[config.mk]
export PLATFORM = sky130hd
export DESIGN_NAME = mmix_mem_bridge_flat
export DESIGN_NICKNAME = d
export VERILOG_FILES = /design/src/rtl/mmix_defs_pkg.sv /design/src/rtl/mmix_mem_bridge_if.sv /design/src/rtl/mmix_mem_bridge_lane_steer.sv /design/src/rtl/mmix_mem_bridge.sv /design/src/flat_wrapper.sv
export SDC_FILE = /design/constraint.sdc
export NUM_CORES = 1
export LEC_CHECK = 0
export BUFFER_PORTS_ARGS = -buffer_cell sky130_fd_sc_hd__buf_2
export CAP_MARGIN = 20
export CORE_MARGIN = 2
export CORE_UTILIZATION = 48
export DETAILED_ROUTE_END_ITERATION = 7
export GPL_ROUTABILITY_DRIVEN = 0
export PLACE_DENSITY = 0.78
export RECOVER_POWER = 100
export SETUP_SLACK_MARGIN = 0.5
export SYNTH_ARGS = -nofsm -noshare
export SYNTH_HDL_FRONTEND = slang
export SYNTH_SLANG_ARGS = --single-unit
[constraint.sdc]
create_clock -name clk -period 3.3 [get_ports clk]
set_input_delay 0.66 -clock clk [delete_from_list [all_inputs] [get_ports clk]]
set_output_delay 0.66 -clock clk [all_outputs]
set_load 0.01 [all_outputs]
[src/rtl/mmix_defs_pkg.sv]
// Shared MMIX definitions: memory access sizes and the bridge request payload.
package mmix_defs;

  localparam int unsigned DATA_W = 64;
  localparam int unsigned BUS_W  = 32;
  localparam int unsigned BE_W   = 4;

  // Access size as encoded on the load/store unit's mem_datasize port.
  typedef enum logic [1:0] {
    BYTE  = 2'd0,
    WYDE  = 2'd1,
    TETRA = 2'd2,
    OCTA  = 2'd3
  } mem_size_t;

  // Request fields the bridge keeps once a request has been captured.
  typedef struct packed {
    mem_size_t           size;
    logic [1:0]          offset;
    logic [DATA_W-1:0]   wdata;
  } mem_req_t;

  // Mask that clears the address bits below the natural alignment of size.
  function automatic logic [DATA_W-1:0] align_mask(input mem_size_t size);
    return ~((DATA_W'(1) << size) - DATA_W'(1));
  endfunction

endpackage

[src/rtl/mmix_mem_bridge_if.sv]
// Interfaces on both sides of the bridge: the load/store unit port and the
// Avalon-MM bus port.

// Load/store unit request port; master is the load/store unit.
interface mmix_mem_if;
  logic [63:0] address;
  logic [1:0]  datasize;
  logic        read;
  logic        write;
  logic [63:0] writedata;
  logic [63:0] readdata;
  logic        done;

  modport master (
    output address, datasize, read, write, writedata,
    input  readdata, done
  );

  modport slave (
    input  address, datasize, read, write, writedata,
    output readdata, done
  );
endinterface

// 32-bit Avalon-MM port; master is the bridge.
interface avalon_mm_if #(
  parameter int unsigned ADDR_W = 32
);
  logic [ADDR_W-1:0] address;
  logic [3:0]        byteenable;
  logic              read;
  logic              write;
  logic [31:0]       writedata;
  logic [31:0]       readdata;
  logic              waitrequest;
  logic              readdatavalid;

  modport master (
    output address, byteenable, read, write, writedata,
    input  readdata, waitrequest, readdatavalid
  );

  modport slave (
    input  address, byteenable, read, write, writedata,
    output readdata, waitrequest, readdatavalid
  );
endinterface

[src/rtl/mmix_mem_bridge_lane_steer.sv]
// Big-endian lane steering between the 64-bit right-justified request data
// and the 32-bit bus: byte enables, write replication and read extraction.
module mem_lane_steer
  import mmix_defs::*;
(
  input  mem_size_t   size,
  input  logic [1:0]  offset,
  input  logic        beat,
  input  logic [63:0] wdata,
  input  logic [31:0] rdata,
  output logic [3:0]  byteenable_c,
  output logic [31:0] wdata_c,
  output logic [31:0] rdata_c
);

  // Lane selection; byte address offset 0 lives in bits 31:24.
  always_comb begin
    byteenable_c = 4'b1111;
    wdata_c      = wdata[31:0];
    rdata_c      = rdata;
    case (size)
      BYTE: begin
        byteenable_c = 4'b1000 >> offset;
        wdata_c      = {4{wdata[7:0]}};
        case (offset)
          2'd0:    rdata_c = {24'd0, rdata[31:24]};
          2'd1:    rdata_c = {24'd0, rdata[23:16]};
          2'd2:    rdata_c = {24'd0, rdata[15:8]};
          default: rdata_c = {24'd0, rdata[7:0]};
        endcase
      end
      WYDE: begin
        byteenable_c = offset[1] ? 4'b0011 : 4'b1100;
        wdata_c      = {2{wdata[15:0]}};
        rdata_c      = offset[1] ? {16'd0, rdata[15:0]} : {16'd0, rdata[31:16]};
      end
      OCTA: begin
        wdata_c = beat ? wdata[31:0] : wdata[63:32];
      end
      default: begin
      end
    endcase
  end

endmodule

[src/rtl/mmix_mem_bridge.sv]
// Bridge from the MMIX load/store unit's held, size-tagged 64-bit requests to
// aligned big-endian accesses on a 32-bit Avalon-MM master port.
module mmix_mem_bridge
  import mmix_defs::*;
#(
  parameter int unsigned ADDR_W = 32
)(
  input  logic         clk,
  input  logic         reset_n,
  mmix_mem_if.slave    mem,
  avalon_mm_if.master  avm
);

  localparam logic [2:0] S_IDLE = 3'd0;
  localparam logic [2:0] S_RD0  = 3'd1;
  localparam logic [2:0] S_RD1  = 3'd2;
  localparam logic [2:0] S_WR0  = 3'd3;
  localparam logic [2:0] S_WR1  = 3'd4;
  localparam logic [2:0] S_DONE = 3'd5;

  logic [2:0]        state_q, state_d;
  mem_req_t          req_q, req_d;
  logic [ADDR_W-1:0] addr_q, addr_d;
  logic [BE_W-1:0]   be_q, be_d;
  logic [BUS_W-1:0]  wdata_q, wdata_d;
  logic              rd_q, rd_d;
  logic              wr_q, wr_d;
  logic [BUS_W-1:0]  hi_q, hi_d;
  logic [DATA_W-1:0] rdata_q, rdata_d;
  logic              done_q, done_d;

  mem_size_t         in_size;
  logic [ADDR_W-1:0] ea;
  logic              is_octa;

  mem_size_t         st_size;
  logic [1:0]        st_offset;
  logic              st_beat;
  logic [DATA_W-1:0] st_wdata;
  logic [BE_W-1:0]   st_be_c;
  logic [BUS_W-1:0]  st_wdata_c;
  logic [BUS_W-1:0]  st_rdata_c;

  // Address bits above the bus width are discarded.
  if (ADDR_W < DATA_W) begin : g_addr_hi
    logic unused_addr_hi;
    assign unused_addr_hi = ^mem.address[DATA_W-1:ADDR_W];
  end

  // Silently aligned effective address of the incoming request.
  always_comb begin
    in_size = mem_size_t'(mem.datasize);
    ea      = ADDR_W'(mem.address) & ADDR_W'(align_mask(in_size));
    is_octa = (req_q.size == OCTA);
  end

  // Steering looks at the incoming request in IDLE and at the captured one
  // afterwards, where the only new command it prepares is the second beat.
  always_comb begin
    if (state_q == S_IDLE) begin
      st_size   = in_size;
      st_offset = ea[1:0];
      st_beat   = 1'b0;
      st_wdata  = mem.writedata;
    end else begin
      st_size   = req_q.size;
      st_offset = req_q.offset;
      st_beat   = 1'b1;
      st_wdata  = req_q.wdata;
    end
  end

  mem_lane_steer u_steer (
    .size         (st_size),
    .offset       (st_offset),
    .beat         (st_beat),
    .wdata        (st_wdata),
    .rdata        (avm.readdata),
    .byteenable_c (st_be_c),
    .wdata_c      (st_wdata_c),
    .rdata_c      (st_rdata_c)
  );

  // Next state and next register values for the bus sequencer.
  always_comb begin
    state_d = state_q;
    req_d   = req_q;
    addr_d  = addr_q;
    be_d    = be_q;
    wdata_d = wdata_q;
    rd_d    = rd_q;
    wr_d    = wr_q;
    hi_d    = hi_q;
    rdata_d = rdata_q;
    done_d  = 1'b0;

    case (state_q)
      S_IDLE: begin
        if (mem.read || mem.write) begin
          req_d.size   = in_size;
          req_d.offset = ea[1:0];
          req_d.wdata  = mem.writedata;
          addr_d       = {ea[ADDR_W-1:2], 2'b00};
          be_d         = st_be_c;
          wdata_d      = mem.read ? BUS_W'(0) : st_wdata_c;
          rd_d         = mem.read;
          wr_d         = !mem.read;
          state_d      = mem.read ? S_RD0 : S_WR0;
        end
      end

      S_WR0: begin
        if (!avm.waitrequest) begin
          if (is_octa) begin
            addr_d  = addr_q + ADDR_W'(4);
            wdata_d = st_wdata_c;
            state_d = S_WR1;
          end else begin
            wr_d    = 1'b0;
            done_d  = 1'b1;
            state_d = S_DONE;
          end
        end
      end

      S_WR1: begin
        if (!avm.waitrequest) begin
          wr_d    = 1'b0;
          done_d  = 1'b1;
          state_d = S_DONE;
        end
      end

      S_RD0: begin
        if (rd_q) begin
          if (!avm.waitrequest) rd_d = 1'b0;
        end else if (avm.readdatavalid) begin
          if (is_octa) begin
            hi_d    = avm.readdata;
            addr_d  = addr_q + ADDR_W'(4);
            rd_d    = 1'b1;
            state_d = S_RD1;
          end else begin
            rdata_d = {32'd0, st_rdata_c};
            done_d  = 1'b1;
            state_d = S_DONE;
          end
        end
      end

      S_RD1: begin
        if (rd_q) begin
          if (!avm.waitrequest) rd_d = 1'b0;
        end else if (avm.readdatavalid) begin
          rdata_d = {hi_q, avm.readdata};
          done_d  = 1'b1;
          state_d = S_DONE;
        end
      end

      S_DONE: begin
        state_d = S_IDLE;
      end

      default: begin
        state_d = S_IDLE;
      end
    endcase
  end

  // State and output registers; reset aborts any transaction in flight.
  always_ff @(posedge clk or negedge reset_n) begin
    if (!reset_n) begin
      state_q <= S_IDLE;
      req_q   <= '0;
      addr_q  <= '0;
      be_q    <= '0;
      wdata_q <= '0;
      rd_q    <= 1'b0;
      wr_q    <= 1'b0;
      hi_q    <= '0;
      rdata_q <= '0;
      done_q  <= 1'b0;
    end else begin
      state_q <= state_d;
      req_q   <= req_d;
      addr_q  <= addr_d;
      be_q    <= be_d;
      wdata_q <= wdata_d;
      rd_q    <= rd_d;
      wr_q    <= wr_d;
      hi_q    <= hi_d;
      rdata_q <= rdata_d;
      done_q  <= done_d;
    end
  end

  assign avm.address    = addr_q;
  assign avm.byteenable = be_q;
  assign avm.read       = rd_q;
  assign avm.write      = wr_q;
  assign avm.writedata  = wdata_q;
  assign mem.readdata   = rdata_q;
  assign mem.done       = done_q;

endmodule

[src/flat_wrapper.sv]
// flat-port wrapper written by rule: the top's interface ports become plain ports
module mmix_mem_bridge_flat import mmix_defs::*;
#(
  parameter int unsigned ADDR_W = 32
)
  (clk, reset_n, mem_address, mem_datasize, mem_read, mem_write, mem_writedata, mem_readdata, mem_done, avm_address, avm_byteenable, avm_read, avm_write, avm_writedata, avm_readdata, avm_waitrequest, avm_readdatavalid);
  mmix_mem_if mem_i ();
  avalon_mm_if #(.ADDR_W(ADDR_W)) avm_i ();
  input  logic clk;
  input  logic reset_n;
  input wire logic [$bits(mem_i.address)-1:0] mem_address;
  input wire logic [$bits(mem_i.datasize)-1:0] mem_datasize;
  input wire logic [$bits(mem_i.read)-1:0] mem_read;
  input wire logic [$bits(mem_i.write)-1:0] mem_write;
  input wire logic [$bits(mem_i.writedata)-1:0] mem_writedata;
  output wire logic [$bits(mem_i.readdata)-1:0] mem_readdata;
  output wire logic [$bits(mem_i.done)-1:0] mem_done;
  output wire logic [$bits(avm_i.address)-1:0] avm_address;
  output wire logic [$bits(avm_i.byteenable)-1:0] avm_byteenable;
  output wire logic [$bits(avm_i.read)-1:0] avm_read;
  output wire logic [$bits(avm_i.write)-1:0] avm_write;
  output wire logic [$bits(avm_i.writedata)-1:0] avm_writedata;
  input wire logic [$bits(avm_i.readdata)-1:0] avm_readdata;
  input wire logic [$bits(avm_i.waitrequest)-1:0] avm_waitrequest;
  input wire logic [$bits(avm_i.readdatavalid)-1:0] avm_readdatavalid;
  assign mem_i.address = mem_address;
  assign mem_i.datasize = mem_datasize;
  assign mem_i.read = mem_read;
  assign mem_i.write = mem_write;
  assign mem_i.writedata = mem_writedata;
  assign mem_readdata = mem_i.readdata;
  assign mem_done = mem_i.done;
  assign avm_address = avm_i.address;
  assign avm_byteenable = avm_i.byteenable;
  assign avm_read = avm_i.read;
  assign avm_write = avm_i.write;
  assign avm_writedata = avm_i.writedata;
  assign avm_i.readdata = avm_readdata;
  assign avm_i.waitrequest = avm_waitrequest;
  assign avm_i.readdatavalid = avm_readdatavalid;
  mmix_mem_bridge #(.ADDR_W(ADDR_W)) u_core (.clk(clk), .reset_n(reset_n), .mem(mem_i), .avm(avm_i));
endmodule
==> flow_metrics.env <==
export IMPL_num_rows=53
export IMPL_coreArea_um2=21100
export IMPL_cts_resized=0
export IMPL_overflow=0
export IMPL_ff2ff_path_depth=7
export IMPL_postCtsSetupBuffers=0
export IMPL_antenna_found_initial=4
export IMPL_dieArea_um2=22800
export IMPL_post_dp_hpwl_um=21200
export IMPL_critPathKind="reg -> reg"
export IMPL_htree_levels=1
export IMPL_layoutNonFillerInstCount=1668
export IMPL_wl_per_cell_um=18.5
export IMPL_start_util=0.491
export IMPL_syn_cell_area_um2=10400
export IMPL_totalWireLength_um=30800
export IMPL_ys_flop_type="dfrtp_1"
export IMPL_synthArstFlopShare=1.00
export IMPL_area_growth_pct=20.9
export IMPL_final_nets=1543
export IMPL_syn_inst=1130
export IMPL_hold_start="mem_writedata[25]"
export IMPL_grt_pass1_vias=9222
export IMPL_drive_gt1_frac=0.192
export IMPL_end_kind="flop"
export IMPL_violations="capacitance limit, slew limit"
export IMPL_crit_path_end="u_core.mem.readdata[5]"
export IMPL_critPathRequiredTime_ns=3.68
export IMPL_clockRootBuffer="clkbuf_16"
export IMPL_worst_clock_skew_ns=0.0182
export IMPL_cts_buffers=23
export IMPL_vias_per_cell=5.78
export IMPL_slew_headroom=-0.375
export IMPL_p_leak_nw=5.95
export IMPL_drt_first_pass_iters=5
export IMPL_dieWidth_um=151
export IMPL_fmax_mhz=363
export IMPL_via_count=9642
export IMPL_ys_seq_area_frac=0.493
export IMPL_grt_max_degree=81
export IMPL_hold_violations=0
export IMPL_period_share=0.835
export IMPL_worst_pin_slew_ns=2.06
export IMPL_synth_edf_count=0
export IMPL_finalSetupViolCount=0
export IMPL_fin_tns_setup_ns=0
export IMPL_yosys_warnings=0
export IMPL_min_path_type="in -> reg"
export IMPL_startpoint="u_core.state_q[1]"
export IMPL_synth_area_per_cell_um2=9.16
export IMPL_drv_cap=1
export IMPL_drc=0
export IMPL_detail_route_iter0_violations=576
export IMPL_reg2reg_from="u_core.state_q[1]"
export IMPL_critPathMaxFanout=19
export IMPL_dp_cells=1623
export IMPL_io_buffers=268
export IMPL_drv_slew=80
export IMPL_ys_ff_latch=204
export IMPL_r2r_slack_ns=0.54
export IMPL_grt_setup_unrepaired="false"
export IMPL_cts_hold_buf=0
export IMPL_period_minus_slack_ns=2.76
export IMPL_fillCellCount=1926
export IMPL_grt_pass1_wl_um=48300
export IMPL_ant_nets=0
export IMPL_ioPinCount=303
export IMPL_ir_worst_vdd_mv=0.510
export IMPL_crit_arrival_ns=3.13
export IMPL_clockBufferDepth=3
export IMPL_hold_path_depth=3
export IMPL_power_density_nw_per_um2=975
export IMPL_numClockSinks=204
export IMPL_status="complete, but fails checks"
export IMPL_ys_types=62
export IMPL_worst_skew_pair_late_latency_ns=0.50
export IMPL_clkTransAtPathRegs_ns=0.06
export IMPL_tritoncts="yes"
export IMPL_die_h_um=151
export IMPL_start_kind="flop"
export IMPL_grt_total_usage=0.266
export IMPL_r2r_end="u_core.mem.readdata[5]"
[sequential cells by signal (all words and copies together), names as in the netlist]
name,flops
u_core.hi_q,32
u_core.avm.write,1
u_core.req_q,36
u_core.mem.done,1
u_core.avm.byteenable,4
u_core.state_q,3
u_core.avm.read,1
u_core.avm.writedata,32
u_core.mem.readdata,64
u_core.avm.address,30
[power breakdown]
| group | internal, mW | leakage (nW) | total [mW] | switching [mW] |
|---|---|---|---|---|
| clock | 1.66 | 0.402 | 2.67 | 1.01 |
| sequential | 3.52 | 2.58 | 4.35 | 0.829 |
| combinational | 1.96 | 2.97 | 5.18 | 3.22 |
| total | 7.14 | 5.95 | 12.2 | 5.06 |
[worst min-delay path by stage]
stage                                    endpoint
after floorplan            u_core.avm.address[10]
after global placement    u_core.mem.readdata[21]
after detailed placement  u_core.mem.readdata[24]
after CTS                 u_core.mem.readdata[20]
after global routing             u_core.req_q[27]
final                            u_core.req_q[25]
[per-layer routing]
metal | track usage | routed length [um] | vias to the layer above
met1 | 0.354 | 12500 | 4667
met4 | 0.0762 | 821 | 2
li1 | - | - | 4489
met3 | 0.0446 | 2450 | 57
met2 | 0.450 | 15000 | 427
met5 | 0 | 11 | -
[cell usage in the layout, fill, tap and decap left out, drive strengths merged, types with 5 or more instances in the layout]
cell / n
mux2: 36
dfrtp: 204
nand4: 9
a2bb2oi: 8
inv: 16
nand3: 84
a22oi: 6
nor3: 13
a21o: 8
a31oi: 8
o211ai: 7
nor2: 52
o31ai: 5
clkinv: 6
and4: 5
or2: 5
o22ai: 13
o21ai: 82
a22o: 33
o2111ai: 7
o2bb2ai: 5
buf: 156
mux2i: 49
a21oi: 55
clkbuf: 178
nand2: 275
o221a: 7
[area by class of cell]
cell class | instances | area (um2) | area share
Tap cell | 275 | 344 | 0.0275
Inverter | 16 | 60.1 | 0.00480
Clock inverter | 9 | 120 | 0.00959
Antenna cell | 4 | 10.0 | 0.000800
Timing Repair Buffer | 302 | 1410 | 0.112
Multi-Input combinational cell | 826 | 4790 | 0.383
Clock buffer | 32 | 679 | 0.0543
Sequential cell | 204 | 5100 | 0.408
[through the flow]
step | area (um2) | utilization | total power [mW] | worst slack [ns] | hold slack [ns]
after floorplan | 10400 | - | 7.89 | 0.524 | 0.364
after global placement | 12000 | 0.567 | 9.52 | 0.512 | 0.444
after detailed placement | 12000 | 0.567 | 9.72 | 0.501 | 0.451
after CTS | 12800 | 0.605 | 12.4 | 0.873 | 0.211
after global routing | 12500 | 0.593 | 13.1 | 0.373 | 0.359
final | 12500 | 0.594 | 12.2 | 0.545 | 0.359
[cells by family after synthesis]
family	count (synthesis)	synth area share
buf+inv	101	0.0465
mux	85	0.0865
flops	204	0.493
compound gates	269	0.173
fa+ha+maj	2	0.00242
simple gates	468	0.198
other cells	1	0.000362
[synth_stat cells, types with 3 or more instances]
library cell	count	share of area
nand3_1	84	0.041
nor2b_1	4	0.0024
mux2i_1	49	0.047
a211o_1	3	0.0025
buf_1	3	0.0011
o2111ai_1	7	0.0059
a31oi_1	8	0.0048
and4_1	5	0.0042
mux2_2	34	0.037
buf_4	7	0.0051
inv_1	16	0.0058
clkbuf_1	44	0.016
nand2b_1	4	0.0024
a22o_1	33	0.028
nor3_1	11	0.0053
o31ai_1	3	0.0022
a21oi_1	54	0.026
a2bb2oi_1	8	0.0068
buf_2	25	0.012
a221oi_1	3	0.0025
o21a_1	4	0.0029
o21ai_0	72	0.035
o22ai_1	13	0.0079
dfrtp_1	204	0.49
and2_1	4	0.0024
o221a_2	7	0.0076
a22oi_1	6	0.0043
and3_1	3	0.0018
o2bb2ai_1	5	0.0042
o211ai_1	7	0.0051
o21ai_1	10	0.0048
a21o_1	8	0.0058
buf_6	6	0.0065
a32oi_1	3	0.0025
nand2_1	275	0.10
or2_2	4	0.0024
nor2_1	50	0.018
nand4_1	9	0.0054
[worst max-delay path, cell delays in order, from the launching register on]
cell and delay, ns:
dfrtp_1 0.52, clkbuf_1 0.55, or4_1 0.24, o32a_1 0.13
clkbuf_2 0.34, a21oi_1 0.16, or2b_2 0.40, o221a_2 0.27
Note: power is estimated with default switching activity, not from simulation.
